## src/rtl/mem_bus_arbiter_pkg.sv

```systemverilog
// rtl/mem_bus_arbiter_pkg.sv - shared types for the fetch/data memory bus arbiter
package mem_bus_arbiter_pkg;

    localparam int ARB_ADDR_W = 32;
    localparam int ARB_DATA_W = 32;
    localparam int ARB_BE_W   = ARB_DATA_W / 8;

    typedef enum logic [1:0] {
        ARB_IDLE   = 2'd0,
        ARB_BUSY_I = 2'd1,
        ARB_BUSY_D = 2'd2,
        ARB_RESP   = 2'd3
    } arb_state_t;

    typedef struct packed {
        logic                  we;
        logic [ARB_ADDR_W-1:0] addr;
        logic [ARB_DATA_W-1:0] wdata;
        logic [ARB_BE_W-1:0]   be;
    } mem_req_t;

    // Instruction fetches are always full-word reads.
    function automatic mem_req_t make_fetch_req(input logic [ARB_ADDR_W-1:0] addr);
        mem_req_t r;
        r.we    = 1'b0;
        r.addr  = addr;
        r.wdata = '0;
        r.be    = '1;
        return r;
    endfunction

endpackage

```

## src/rtl/mem_arb_watchdog.sv

```systemverilog
// rtl/mem_arb_watchdog.sv - busy-cycle counter with expiry compare for the bus arbiter
module mem_arb_watchdog #(
    parameter int TIMEOUT_CYCLES = 64
) (
    input  logic clk,
    input  logic rst,
    input  logic i_clear,
    input  logic i_run,
    output logic o_expired
);

    localparam int CNT_W = $clog2(TIMEOUT_CYCLES + 1);

    logic [CNT_W-1:0] r_count;

    always_ff @(posedge clk or negedge rst) begin
        if (!rst) begin
            r_count <= '0;
        end else if (i_clear) begin
            r_count <= '0;
        end else if (i_run && !o_expired) begin
            r_count <= r_count + 1'b1;
        end
    end

    // Fires on the TIMEOUT_CYCLES-th busy cycle of a transaction.
    assign o_expired = i_run && (r_count == CNT_W'(TIMEOUT_CYCLES - 1));

endmodule

```

## src/rtl/mem_bus_arbiter.sv

```systemverilog
// rtl/mem_bus_arbiter.sv - round-robin fetch/data memory bus arbiter (optional watchdog: ARB_TIMEOUT_EN)
module mem_bus_arbiter
    import mem_bus_arbiter_pkg::*;
#(
    parameter int ADDR_W         = ARB_ADDR_W,
    parameter int DATA_W         = ARB_DATA_W,
    parameter int TIMEOUT_CYCLES = 64
) (
    input  logic                clk,
    input  logic                rst,
    input  logic                i_req,
    input  logic [ADDR_W-1:0]   i_addr,
    output logic                i_done,
    output logic [DATA_W-1:0]   i_rdata,
    input  logic                d_req,
    input  logic                d_we,
    input  logic [ADDR_W-1:0]   d_addr,
    input  logic [DATA_W-1:0]   d_wdata,
    input  logic [DATA_W/8-1:0] d_be,
    output logic                d_done,
    output logic [DATA_W-1:0]   d_rdata,
    output logic                bus_req,
    output logic                bus_we,
    output logic [ADDR_W-1:0]   bus_addr,
    output logic [DATA_W-1:0]   bus_wdata,
    output logic [DATA_W/8-1:0] bus_be,
    input  logic                bus_ack,
    input  logic [DATA_W-1:0]   bus_rdata,
    output logic                bus_err,
    output logic                stall
);

    arb_state_t        r_state;
    arb_state_t        w_next;
    mem_req_t          r_req;
    logic              r_gnt_d;
    logic              r_last_d;
    logic [DATA_W-1:0] r_i_rdata;
    logic [DATA_W-1:0] r_d_rdata;
    logic              w_grant;
    logic              w_grant_d;
    logic              w_busy;
    logic              w_finish;
    logic              w_expired;
    logic [DATA_W-1:0] w_rdata;

    assign w_busy   = (r_state == ARB_BUSY_I) || (r_state == ARB_BUSY_D);
    assign w_finish = w_busy && (bus_ack || w_expired);
    assign w_rdata  = bus_ack ? bus_rdata : '0;

    always_comb begin
        w_next    = r_state;
        w_grant   = 1'b0;
        w_grant_d = 1'b0;
        case (r_state)
            ARB_IDLE: begin
                // On a tie the requester that was not served last wins.
                if (d_req && (!i_req || !r_last_d)) begin
                    w_next    = ARB_BUSY_D;
                    w_grant   = 1'b1;
                    w_grant_d = 1'b1;
                end else if (i_req) begin
                    w_next  = ARB_BUSY_I;
                    w_grant = 1'b1;
                end
            end
            ARB_BUSY_I, ARB_BUSY_D: begin
                if (bus_ack || w_expired) begin
                    w_next = ARB_RESP;
                end
            end
            default: w_next = ARB_IDLE;
        endcase
    end

    always_ff @(posedge clk or negedge rst) begin
        if (!rst) begin
            r_state   <= ARB_IDLE;
            r_req     <= '0;
            r_gnt_d   <= 1'b0;
            r_last_d  <= 1'b0;
            r_i_rdata <= '0;
            r_d_rdata <= '0;
        end else begin
            r_state <= w_next;
            if (w_grant) begin
                r_gnt_d <= w_grant_d;
                r_req   <= w_grant_d ? '{we: d_we, addr: d_addr, wdata: d_wdata, be: d_be}
                                     : make_fetch_req(i_addr);
            end
            if (w_finish) begin
                if (!r_gnt_d) begin
                    r_i_rdata <= w_rdata;
                end else if (!r_req.we) begin
                    r_d_rdata <= w_rdata;
                end
            end
            if (r_state == ARB_RESP) begin
                r_last_d <= r_gnt_d;
            end
        end
    end

`ifdef ARB_TIMEOUT_EN
    logic r_bus_err;

    mem_arb_watchdog #(
        .TIMEOUT_CYCLES(TIMEOUT_CYCLES)
    ) u_watchdog (
        .clk      (clk),
        .rst      (rst),
        .i_clear  (w_grant),
        .i_run    (w_busy),
        .o_expired(w_expired)
    );

    always_ff @(posedge clk or negedge rst) begin
        if (!rst) begin
            r_bus_err <= 1'b0;
        end else if (w_busy && w_expired && !bus_ack) begin
            r_bus_err <= 1'b1;
        end
    end

    assign bus_err = r_bus_err;
`else
    assign w_expired = 1'b0;
    assign bus_err   = 1'b0;
`endif

    assign bus_req   = w_busy;
    assign bus_we    = r_req.we;
    assign bus_addr  = r_req.addr;
    assign bus_wdata = r_req.wdata;
    assign bus_be    = r_req.be;
    assign i_done    = (r_state == ARB_RESP) && !r_gnt_d;
    assign d_done    = (r_state == ARB_RESP) && r_gnt_d;
    assign i_rdata   = r_i_rdata;
    assign d_rdata   = r_d_rdata;
    assign stall     = (i_req || d_req) && !(i_done || d_done);

endmodule

```

## config.mk

```make
export PLATFORM = sky130hd
export DESIGN_NAME = mem_bus_arbiter
export DESIGN_NICKNAME = d
export VERILOG_FILES = /design/src/rtl/mem_bus_arbiter_pkg.sv /design/src/rtl/mem_arb_watchdog.sv /design/src/rtl/mem_bus_arbiter.sv
export SDC_FILE = /design/constraint.sdc
export NUM_CORES = 1
export LEC_CHECK = 0
export ABC_AREA = 1
export BUFFER_PORTS_ARGS = -buffer_cell sky130_fd_sc_hd__buf_2
export CAP_MARGIN = 20
export CORE_MARGIN = 5
export CORE_UTILIZATION = 30
export CTS_CLUSTER_DIAMETER = 60
export DETAILED_ROUTE_END_ITERATION = 16
export GPL_TIMING_DRIVEN = 0
export HOLD_SLACK_MARGIN = 0.12
export REMOVE_ABC_BUFFERS = 1
export SETUP_SLACK_MARGIN = 0.05
export SLEW_MARGIN = 20
export SYNTH_ARGS = -nofsm -noshare
export SYNTH_HDL_FRONTEND = slang
export SYNTH_SLANG_ARGS = --single-unit
```

## constraint.sdc

```tcl
create_clock -name clk -period 3.3 [get_ports clk]
set_input_delay 0.165 -clock clk [delete_from_list [all_inputs] [get_ports clk]]
set_output_delay 0.165 -clock clk [all_outputs]
set_load 0.02 [all_outputs]
```

* Word-level counts from Yosys, hierarchy flattened
Index checks and enable logic that the tools add are counted.
** Storage, ports and cells
- Register bits after elaboration :: 137
- Input port bits :: 138
- Output and inout port bits :: 138
- Word-level logic and storage cells :: 45
** Operators by class
- Eq/ne operators :: 5
- Muxes and demuxes :: 11
- Bitwise operators :: 2
- Reductions and logical operators :: 18
** Operators with widths (count)
- $mux W69 :: 1
- $mux W32 :: 1
- $mux W2 :: 3
- $logic_and A1 B1 Y1 :: 5
- $mux W1 :: 5
- $eq A2 B2 Y1 const B :: 2
- $logic_not A1 Y1 :: 4
- $logic_or A1 B1 Y1 :: 4
- $pmux W2 S2 :: 1
- $reduce_and A2 Y1 :: 2
- $ne A3 B3 Y1 const B :: 1
- $reduce_and A3 Y1 :: 1
- $eq A2 B1 Y1 const B :: 1
- $logic_not A2 Y1 :: 1
- $ne A2 B2 Y1 const B :: 1
- $not A1 Y1 :: 2
- $reduce_or A2 Y1 :: 1

* Logic depth before layout (Yosys ltp)
- Depth after elaboration :: 6
- Gate-level depth with buffers :: 9
- Gate-level depth less buffers :: 7

* Least setup slack after synthesis
OpenSTA, ideal clock, no wires.
- Path kind :: reg2reg
- From :: reg r_state[0]
- To :: reg r_d_rdata[10] (netlist: d_rdata[10])
- Setup time :: 0.131 ns
- Data arrival time :: 1.424 ns
- Data required time :: 3.169 ns
- Setup slack :: 1.745 ns
- Cell stages (with the launch flop) :: 9
- Buffers on the path :: 1
- Clock period less this slack :: 1.555 ns
- Cell sequence :: dfrtp_1 inv_1 ha_1 nand2_1 inv_1 nand3_2 buf_2 nand2_1 o21ai_0
** On the way
- Longest elaborated chain between the ends :: 4
- Elaborated cells on any way between the ends :: 5
- Those cells by class :: 2 x eq/ne; 3 x reduce/logical
** Ends and longest elaborated chain
- start, declared :: line mem_bus_arbiter.sv:33 : arb_state_t r_state;
- start signal, assigned :: line mem_bus_arbiter.sv:85 : r_state <= w_next;
- $eq A2 B1 Y1 or $eq A2 B2 Y1 (tied branches) :: line mem_bus_arbiter.sv:47 : assign w_busy = (r_state == ARB_BUSY_I) || (r_state == ARB_BUSY_D);
- $logic_or A1 B1 Y1 (*) :: line mem_bus_arbiter.sv:47
- named net bus_req :: line mem_bus_arbiter.sv:22 : output logic bus_req,
- $logic_and A1 B1 Y1 (*) :: line mem_bus_arbiter.sv:48 : assign w_finish = w_busy && (bus_ack || w_expired);
- $reduce_and A3 Y1 (no source line) (*)
- end signal, assigned :: line mem_bus_arbiter.sv:95 : r_d_rdata <= w_rdata;
- end, declared :: line mem_bus_arbiter.sv:39 : logic [DATA_W-1:0] r_d_rdata;
The timed path passes the listed nets; every way through them passes the cells marked *.
A chain may end at the register's enable or synchronous reset.

* Worst setup path after layout
- From :: reg r_state[0]
- To :: reg r_req (netlist bit bus_addr[17])
** On the way
- Longest elaborated chain between the ends :: 3
- Elaborated cells on any way between the ends :: 4
- Those cells by class :: 3 x mux; 1 x reduce/logical
** Ends and longest elaborated chain
- $logic_not A2 Y1 (*) :: line mem_bus_arbiter.sv:55 : case (r_state)
- $mux W1 :: line mem_bus_arbiter.sv:55
- $mux W69 :: line mem_bus_arbiter.sv:88 : r_req <= w_grant_d ? '{we: d_we, addr: d_addr, wdata: d_wdata, be: d_be}
- end signal, assigned :: line mem_bus_arbiter.sv:88
- end, declared :: line mem_bus_arbiter.sv:35 : mem_req_t r_req;
Mark *: on every way between the ends. The rest lies on a longest branch, timed or not.

==> results.yml <==
timing:
  slew_violations: 0
  finalHoldWorstSlack_ns: 0.1328
  fin_worst_skew_ns: 0.009092
  setup_ws_ns: 0.5579
  slew_headroom_pct: 27.76
  tightestPinTransition_ns: 1.084
  timing.final.crit_period_ns: 2.742
  rsz0062_at_grt: "false"
  fmax_mhz: 364.7
  final_hold_viol_count: 0
  min_period_over_period_pct: 83.09
  setup-violations-final: 0
cells_and_area:
  diodes: 0
  area_growth_pct: 59.37
  finalNonFillerCells: 1381
  final_core_util_pct: 48.83
  drive_above_1_share_pct: 28.41
  fin_nets: 1244
worst_setup_path:
  cp.buffers_inverters: 3
  criticalPathCategory: "flip-flop to flip-flop"
  crit_start: "r_state[0]"
  rr_endpoint: "bus_addr[17]"
  critPathMaxStageDelay_ns: 0.71
  r2r_slack_ns: 0.56
  worstSetupEndpoint: "bus_addr[17]"
  worst_ep_required_time_ns: 3.65
  r2r-start: "r_state[0]"
  cp_top_family: "buffers and inverters"
  critPathMaxFanout: 59
  end_kind: "flip-flop"
  worst-path-stages: 8
  cp.arrival_ns: 3.09
  reg2reg_depth: 8
  path_common_cell: "nand2_1"
  crit_path_start_kind: "flip-flop"
  crit_path_top_delay_cell: "ha_2"
  worstPathCellList: "inv_1 -> ha_2 -> nand3_4 -> buf_16 -> nand2_1 -> nand3_1 -> dlygate4sd3_1 -> nand2_1"
floorplan:
  die_y_um: 151.4
  ios: 276
  die_area_mm2: 0.02294
  fp.coreArea_mm2: 0.01959
  start_util_pct: 30.64
  dieWidth_um: 151.4
  rows: 51
grt:
  grt_max_degree: 83
  grt.overflow.total: 0
  grt_antenna_before_repair: 0
  track_usage_pct: 17.53
  grt_pass1_vias: 6348
  grt_first_pass_wirelength_um: 31760
power:
  switchingPower_mw: 3.570
  combPwrFrac_pct: 43.9
  p_sw_share_pct: 41.78
  internal_power_mw: 4.976
  seq_power_share_pct: 31.6
  clkPwrFrac_pct: 24.5
  p_total_mw: 8.546
  leakage_nw: 5.154
  p_per_area_mw_per_mm2: 893.4
  ir_worst_vdd_mv: 0.5316
yosys:
  ys_ff_latch: 137
  syn_avg_cell_area_um2: 8.302
  synth_compound_area_share_pct: 8.526
  ys_seq_area_share_pct: 57.12
  synth.mux.area_fraction_pct: 0
  synth_top_family_by_area: "simple AND/OR/NAND/NOR gates"
  synthAdderAreaFrac_pct: 0.6254
  synth_cell_type_count: 21
  synth.cell_area_mm2: 0.006002
  yosys_warnings: 0
  synthCells: 723
  synthXorXnorAreaFrac_pct: 0
  synthSimpleGateAreaFrac_pct: 24.97
drt:
  final_antenna_net_count: 0
  drt_wl_total_um: 20470
  vias: 6185
  drtIter0Drc: 306
  via_per_inst: 4.479
  wl_per_cell_um: 14.82
  dr.pass1.iters: 7
  drc_errors: 0
cts:
  cts_resized: 0
  cts_tree: "built"
  cts.clk_slew.worst_paths_ns: 0.06
  root_buffer: "clkbuf_16"
  htree_levels: 4
  max-clock-path-buffers: 2
  cts.sink_count: 137
  cts_buffers: 17
  clk_latency_ns: 0.41
place:
  dp_slack_ns: 0.5627
  dpl.hpwl_um: 12780
  dp.cells: 1216
  globalplace.congestion: 0.7830
  portBuffers: 274
min_path:
  worstHoldPathType: "input port to flip-flop"
run_status:
  outcome: "completed"
run:
  max_cap_violations: 0
placed cells by master (no fill, tap or decap), drive strengths merged:
master / count
nand2: 284
clkinv: 4
nor2: 5
dlygate4sd3: 132
conb: 1
clkbuf: 21
dfrtp: 137
nand3: 35
nand4: 32
o22ai: 1
ha: 3
inv: 78
buf: 278
o21ai: 101
bufinv: 4
layer usage:
metal / part of all wire (%) / vias up / GRT usage [%]
met3: 5.5 / 33 / 3.860
met4: 2.6 / 0 / 6.346
met2: 51 / 198 / 31.01
met5: 0 / - / 0
met1: 40 / 2911 / 20.84
li1: - / 3043 / -
Yosys cell counts:
master / number / area, µm²
clkbuf_1: 21 / 78.83
o21ai_0: 100 / 500.5
buf_2: 18 / 90.09
buf_1: 3 / 11.26
ha_1: 3 / 37.54
inv_1: 74 / 277.8
nor2_8: 1 / 20.02
o22ai_1: 1 / 6.260
nor2_1: 3 / 11.26
dfrtp_1: 137 / 3428
buf_6: 2 / 22.52
conb_1: 1 / 3.750
inv_2: 1 / 3.750
nor2_4: 1 / 11.26
nand3_1: 33 / 165.2
o21ai_1: 1 / 5.000
nand3_2: 2 / 20.02
nand2_2: 2 / 12.51
nand2_1: 282 / 1059
nand4_1: 32 / 200.2
buf_4: 5 / 37.54
layout make-up:
class,count,area (µm²)
clock inverter,11,183.9
inverter,75,284.0
multi-input combinational,462,2062
sequential,137,3428
timing repair buffer,410,2805
fill,1868,10020
clock buffer,21,470.5
tap,265,331.6
cell families (layout without fill, tap and decap cells):
logic type | after synthesis | count (layout)
flip-flops | 137 | 137
buffers and inverters | 124 | 517
adder cells (fa/ha/maj) | 3 | 3
other | 1 | 1
AND/OR/NAND/NOR | 356 | 356
AO/OA/AOI/OAI | 102 | 102
worst min-delay path by stage:
stage                     startpoint            to  cells after the start
final                     d_addr[29]  bus_addr[29]                      5
after global routing       d_addr[0]   bus_addr[0]                      5
after CTS                 d_addr[29]  bus_addr[29]                      5
after detailed placement         rst    d_rdata[5]                      1
after global placement       d_be[0]     bus_be[0]                      3
after floorplan                  rst   bus_addr[0]                      0
tightest hold or removal path, delay by kind of cell:
family / cells / cell delay, ns
buffers and inverters: 2 / 0.11
and+or+nand+nor: 3 / 0.23
sequential cells by signal, indices dropped and copies added, names as in the netlist:
name / flops
d_rdata: 32
bus_we: 1
bus_addr: 32
bus_be: 4
bus_wdata: 32
r_state: 2
r_last_d: 1
r_gnt_d: 1
i_rdata: 32
power by group through the flow:
stage | combinational (mW) | sequential (mW) | clock, mW
final | 3.75 | 2.70 | 2.10
after floorplan | 1.27 | 3.50 | 0
after global routing | 4.12 | 2.77 | 2.24
after detailed placement | 3.50 | 2.70 | 0
after CTS | 3.75 | 2.69 | 2.17
after global placement | 3.41 | 2.70 | 0
through the flow:
stage          area, µm²  TNS [ns]
6_report            9565         0
5_1_grt             9565         0
4_1_cts             9538         0
3_5_place_dp        7562         0
3_3_place_gp        7465    -44.24
2_1_floorplan       5762         0
what timing repair did:
| item | 4_1_cts | 5_1_grt |
|---|---|---|
| endpoints found under the hold margin | 214 | 0 |
| hold buffers | 132 | 0 |
| setup buffers | 0 | 0 |
| endpoints found under the setup margin | 0 | 0 |
Note: power is estimated with default switching activity, not from simulation.
